File: src/rtl/peripheral_msi_mux_master.sv
// Wishbone N-master to 1-slave switch driven by a registered round-robin arbiter.
// Define PERIPHERAL_MSI_MUX_TIMEOUT_EN to build the slave-response watchdog and ABORT path.
module peripheral_msi_mux_master #(
  parameter int NUM_PORTS = 6,
  parameter int AW        = 32,
  parameter int DW        = 32,
  parameter int TIMEOUT   = 255
) (
  input  logic                           clk,
  input  logic                           rst,
  // arbiter side
  output logic [NUM_PORTS-1:0]           arb_request,
  input  logic [NUM_PORTS-1:0]           arb_grant,
  input  logic [$clog2(NUM_PORTS)-1:0]   arb_selection,
  input  logic                           arb_active,
  // master ports, port k at [k*W +: W]
  input  logic [NUM_PORTS*AW-1:0]        m_adr_i,
  input  logic [NUM_PORTS*DW-1:0]        m_dat_i,
  input  logic [NUM_PORTS*(DW/8)-1:0]    m_sel_i,
  input  logic [NUM_PORTS-1:0]           m_we_i,
  input  logic [NUM_PORTS-1:0]           m_cyc_i,
  input  logic [NUM_PORTS-1:0]           m_stb_i,
  input  logic [NUM_PORTS*3-1:0]         m_cti_i,
  input  logic [NUM_PORTS*2-1:0]         m_bte_i,
  output logic [DW-1:0]                  m_dat_o,
  output logic [NUM_PORTS-1:0]           m_ack_o,
  output logic [NUM_PORTS-1:0]           m_err_o,
  output logic [NUM_PORTS-1:0]           m_rty_o,
  // slave port
  output logic [AW-1:0]                  s_adr_o,
  output logic [DW-1:0]                  s_dat_o,
  output logic [DW/8-1:0]                s_sel_o,
  output logic                           s_we_o,
  output logic                           s_cyc_o,
  output logic                           s_stb_o,
  output logic [2:0]                     s_cti_o,
  output logic [1:0]                     s_bte_o,
  input  logic [DW-1:0]                  s_dat_i,
  input  logic                           s_ack_i,
  input  logic                           s_err_i,
  input  logic                           s_rty_i,
  output logic                           bus_timeout,
  // debug view: state 0=IDLE 1=BUS 2=ABORT, plus the registered owner
  output logic [1:0]                     dbg_state_o,
  output logic [$clog2(NUM_PORTS)-1:0]   dbg_owner_o
);

  // Handshake: a master request is a cycle where cyc&stb are high; it completes on the
  // cycle where ack, err or rty is returned to that master (Wishbone classic/burst).

  localparam int SW = $clog2(NUM_PORTS);
  localparam int BW = DW / 8;

  typedef enum logic [1:0] {
    ST_IDLE  = 2'd0,
    ST_BUS   = 2'd1,
    ST_ABORT = 2'd2
  } state_e;

  state_e        state_q, state_d;
  logic [SW-1:0] owner_q, owner_d;
  logic          sel_ok;
  logic          wd_fire;

  logic [AW-1:0] o_adr;
  logic [DW-1:0] o_dat;
  logic [BW-1:0] o_sel;
  logic          o_we;
  logic          o_cyc;
  logic          o_stb;
  logic [2:0]    o_cti;
  logic [1:0]    o_bte;

  assign arb_request = m_cyc_i;
  assign m_dat_o     = s_dat_i;
  assign dbg_state_o = state_q;
  assign dbg_owner_o = owner_q;
  assign bus_timeout = wd_fire;

  // A registered grant can be stale for one cycle after its master released.
  assign sel_ok = arb_active && arb_grant[arb_selection] && m_cyc_i[arb_selection]
                  && (int'(arb_selection) < NUM_PORTS);

  always_comb begin
    o_adr = m_adr_i[owner_q*AW +: AW];
    o_dat = m_dat_i[owner_q*DW +: DW];
    o_sel = m_sel_i[owner_q*BW +: BW];
    o_we  = m_we_i[owner_q];
    o_cyc = m_cyc_i[owner_q];
    o_stb = m_stb_i[owner_q];
    o_cti = m_cti_i[owner_q*3 +: 3];
    o_bte = m_bte_i[owner_q*2 +: 2];
  end

`ifdef PERIPHERAL_MSI_MUX_TIMEOUT_EN
  localparam int CW = $clog2(TIMEOUT + 1);

  logic [CW-1:0] wd_cnt_q, wd_cnt_d;
  logic          any_resp;

  assign any_resp = s_ack_i || s_err_i || s_rty_i;

  // A response arriving on the firing cycle suppresses the abort.
  always_comb begin
    wd_cnt_d = '0;
    wd_fire  = 1'b0;
    if (state_q == ST_BUS && o_cyc && o_stb && !any_resp) begin
      if (wd_cnt_q == CW'(TIMEOUT - 1)) begin
        wd_fire = 1'b1;
      end else begin
        wd_cnt_d = wd_cnt_q + 1'b1;
      end
    end
  end

  always_ff @(posedge clk) begin
    if (rst) begin
      wd_cnt_q <= '0;
    end else begin
      wd_cnt_q <= wd_cnt_d;
    end
  end
`else
  localparam int unused_timeout = TIMEOUT;
  assign wd_fire = 1'b0;
`endif

  always_comb begin
    state_d = state_q;
    owner_d = owner_q;
    unique case (state_q)
      ST_IDLE: begin
        if (sel_ok) begin
          owner_d = arb_selection;
          state_d = ST_BUS;
        end
      end
      ST_BUS: begin
        if (!o_cyc) begin
          state_d = ST_IDLE;
        end else if (wd_fire) begin
          state_d = ST_ABORT;
        end
      end
      ST_ABORT: begin
        if (!o_cyc) begin
          state_d = ST_IDLE;
        end
      end
      default: state_d = ST_IDLE;
    endcase
  end

  always_ff @(posedge clk) begin
    if (rst) begin
      state_q <= ST_IDLE;
      owner_q <= '0;
    end else begin
      state_q <= state_d;
      owner_q <= owner_d;
    end
  end

  // Only BUS connects anything; IDLE and ABORT present an idle slave and silent masters.
  always_comb begin
    s_adr_o = '0;
    s_dat_o = '0;
    s_sel_o = '0;
    s_we_o  = 1'b0;
    s_cyc_o = 1'b0;
    s_stb_o = 1'b0;
    s_cti_o = '0;
    s_bte_o = '0;
    m_ack_o = '0;
    m_err_o = '0;
    m_rty_o = '0;
    if (state_q == ST_BUS) begin
      s_adr_o          = o_adr;
      s_dat_o          = o_dat;
      s_sel_o          = o_sel;
      s_we_o           = o_we;
      s_cyc_o          = o_cyc;
      s_stb_o          = o_stb;
      s_cti_o          = o_cti;
      s_bte_o          = o_bte;
      m_ack_o[owner_q] = s_ack_i;
      m_err_o[owner_q] = s_err_i | wd_fire;
      m_rty_o[owner_q] = s_rty_i;
    end
  end

endmodule

File: config.mk
export PLATFORM = sky130hd
export DESIGN_NAME = peripheral_msi_mux_master
export DESIGN_NICKNAME = d
export VERILOG_FILES = /design/src/rtl/peripheral_msi_mux_master.sv
export SDC_FILE = /design/constraint.sdc
export NUM_CORES = 1
export LEC_CHECK = 0
export BUFFER_PORTS_ARGS = -buffer_cell sky130_fd_sc_hd__buf_4
export CAP_MARGIN = 20
export CORE_AREA = 2 2 246 248
export CTS_CLUSTER_SIZE = 8
export DETAILED_ROUTE_END_ITERATION = 10
export DIE_AREA = 0 0 248 250
export GPL_TIMING_DRIVEN = 0
export SYNTH_ARGS = -nofsm -noshare
export SYNTH_HDL_FRONTEND = slang
export SYNTH_SLANG_ARGS = --single-unit
File: constraint.sdc
create_clock -name clk -period 3.8 [get_ports clk]
set_clock_uncertainty 0.1 [all_clocks]
set_input_delay 0.38 -clock clk [delete_from_list [all_inputs] [get_ports clk]]
set_output_delay 0.38 -clock clk [all_outputs]
set_load 0.02 [all_outputs]
==> results.toml <==
[outcome]
status = "finished, final reports clean"

[timing]
slew_headroom_pct = 29.6
fin_crit_sh_pct = 95.5
whs_ns = 0.298
max_freq_ghz = 0.276
hold_viol_final = 0
setup_tns_ns = 0
tightest_slew_ns = 1.06
setup_viol = 0
fin_crit_ns = 3.63
grt_setup_unrepaired = "false"
drv_slew = 0

[routing]
viasPerCell = 3.82
dr.pass1.iters = 5
vias = 7454
drc = 0
wl_per_cell_microns = 22.5
drtIter0Drc = 524
postRouteAntennaNets = 0
drt_wl_total_microns = 43900

[synthesis]
synth.area.top_cells = "a22oi_1 (16%), mux2i_1 (14%), buf_4 (10%)"
synth.yosys.seq_area_share_pct = 1.98
synth_async_sr_flop_share_pct = 0
yosysUniqueCellTypes = 39
synth.avg_cell_area_sq_um = 7.34
synth-main-ff-cell = "dfxtp_1"
yosysTopAreaCell = "a22oi_1"
yosysTopAreaCellShare_pct = 16.1
yosys_warnings = 0
synth_edf_count = 0
ys_ff_latch = 4
synth_area_sq_um = 4050
synth_cells = 552

[global_routing]
grt_first_pass_wirelength_microns = 56500
grt_start_max_net_pins = 11
track_usage_pct = 13.0
grt_overflow_total = 0
antenna_found_initial = 3
grt_pass1_vias = 7383

[clock_tree]
cts_tree = "built"
clock_latency_ns = 0.22
htreeDepth = 1
clockBufferDepth = 2
clk_pin_slew_ns = 0.03
root_buffer = "clkbuf_16"
cts_hold_buf = 0
cts_buffers = 3
post_cts_buffers = 0
clock-sinks = 4
cts_resized = 0

[setup_path]
cp_data_required_time_ns = 3.32
cp.arrival_ns = 3.15
rr_worst_depth = 5
crit_start = "dbg_owner_o[0]$_SDFFE_PP0P_"
crit_path_start_kind = "register"
r2r_start = "dbg_owner_o[1]$_SDFFE_PP0P_"
worstSetupEndpointType = "output port"
cp_max_fo = 10
critPathKind = "reg -> out"
path_cells = "buf_4 > buf_6 > nor2_2 > buf_2 > a22oi_1 > a31oi_1 > buf_4"
cp_slowest_stage_delay_ns = 0.71
crit_slowest_cell = "nor2_2"
timing.critical_path.mode_cell = "buf_4"

[floorplanning]
initial_utilization_pct = 6.80
die_area_sq_um = 62000
fp-row-count = 90
die_w_microns = 248
core_sq_um = 59600
die_y_microns = 250
io_pins = 641

[power]
p_leak_uw = 0.00440
pwr_density_cell_nw_per_um2 = 141
irDropWorstVdd_v = 0.000117

[hold_path]
hold_path_startpoint = "rst"
hold_path_class = "in -> reg"
hold_depth = 2

[finish]
multi_input_area_sq_um = 3290
finalNetCount = 1670
areaGrowthSynthToFinish_pct = 140
num-fill-cells = 6876
drive_gt1_share_pct = 63.3
final_cell_mix = "buf_4 (661), a22oi_1 (87), nor2_1 (57)"
final_common_cell = "buf_4"
regArea_sq_um = 80.1

[placed_design]
routabilityCongestion = 0.823
dpl.hpwl_microns = 37200
io_buffers = 606

[flow_run]
drv_cap = 0
[through the flow]
| step | setup slack (ns) | instances | util (%) | total power, uW | instance area, sq um |
|---|---|---|---|---|---|
| finish | 0.172 | 1949 | 16.3 | 1370 | 9700 |
| global route | 0.0602 | 1948 | 16.3 | 1450 | 9700 |
| detailed placement | 0.460 | 1944 | 16.2 | 1220 | 9620 |
| CTS | 0.219 | 1947 | 16.3 | 1380 | 9700 |
| global placement | 0.260 | 1941 | 16.1 | 1210 | 9580 |
| floorplan | 1.58 | 553 | - | 501 | 4060 |
[flip-flops by register name, summed over array words and instances (netlist names)]
name         cells
dbg_owner_o      3
dbg_state_o      1
[cells in the mapped netlist (10+ instances only)]
cell type / instances
buf_4: 55
a22oi_1: 87
a221oi_1: 19
nand2_1: 46
nor2_1: 57
mux4_2: 10
mux2i_1: 56
o22ai_1: 12
mux2_2: 13
buf_2: 26
a22o_1: 28
clkbuf_1: 12
a31oi_1: 35
a21oi_1: 17
[cell type report]
type	count	area share [%]
antenna	2	0.0516
buffer	100	6.87
clock buffer	3	0.774
inverter	6	0.232
multi-input combinational	443	33.9
sequential	4	0.825
tap	782	10.1
timing repair buffer	609	47.3
[worst max-delay path, delay by kind of cell, from the launching register on]
kind / cells / cell delay (ns)
buf+inv: 4 / 1.14
flops: 1 / 0.32
simple gates: 1 / 0.71
compound gates: 2 / 0.71
[final timing paths]
kind              slack, ns                           to
setup / recovery       0.17                   s_sel_o[3]
hold / removal         0.30  dbg_owner_o[1]$_SDFFE_PP0P_
setup reg to reg       1.48  dbg_owner_o[1]$_SDFFE_PP0P_
hold reg to reg        0.52  dbg_state_o[0]$_SDFFE_PP0P_
[per-layer routing]
metal	track usage, %	up-vias	part of all wire, %
met4	1.88	0	1.2
li1	-	3384	-
met3	1.28	25	7.3
met1	16.9	3546	42
met2	23.3	499	49
met5	0	-	0
[where the power goes]
group	leakage (uW)	switching [uW]	internal [uW]
Combinational	0.00433	564	594
Sequential	0.0000326	4.29	44.7
Clock	0.0000370	30.7	135
Total	0.00440	599	773
[kinds of logic after synthesis]
logic type / after synthesis / synth area share [%]
compound gates: 238 / 44.5
simple gates: 124 / 13.4
buf+inv: 106 / 17.0
mux: 79 / 23.0
flops: 4 / 1.98
other cells: 1 / 0.0926
Power figures use the tool's default switching activity.
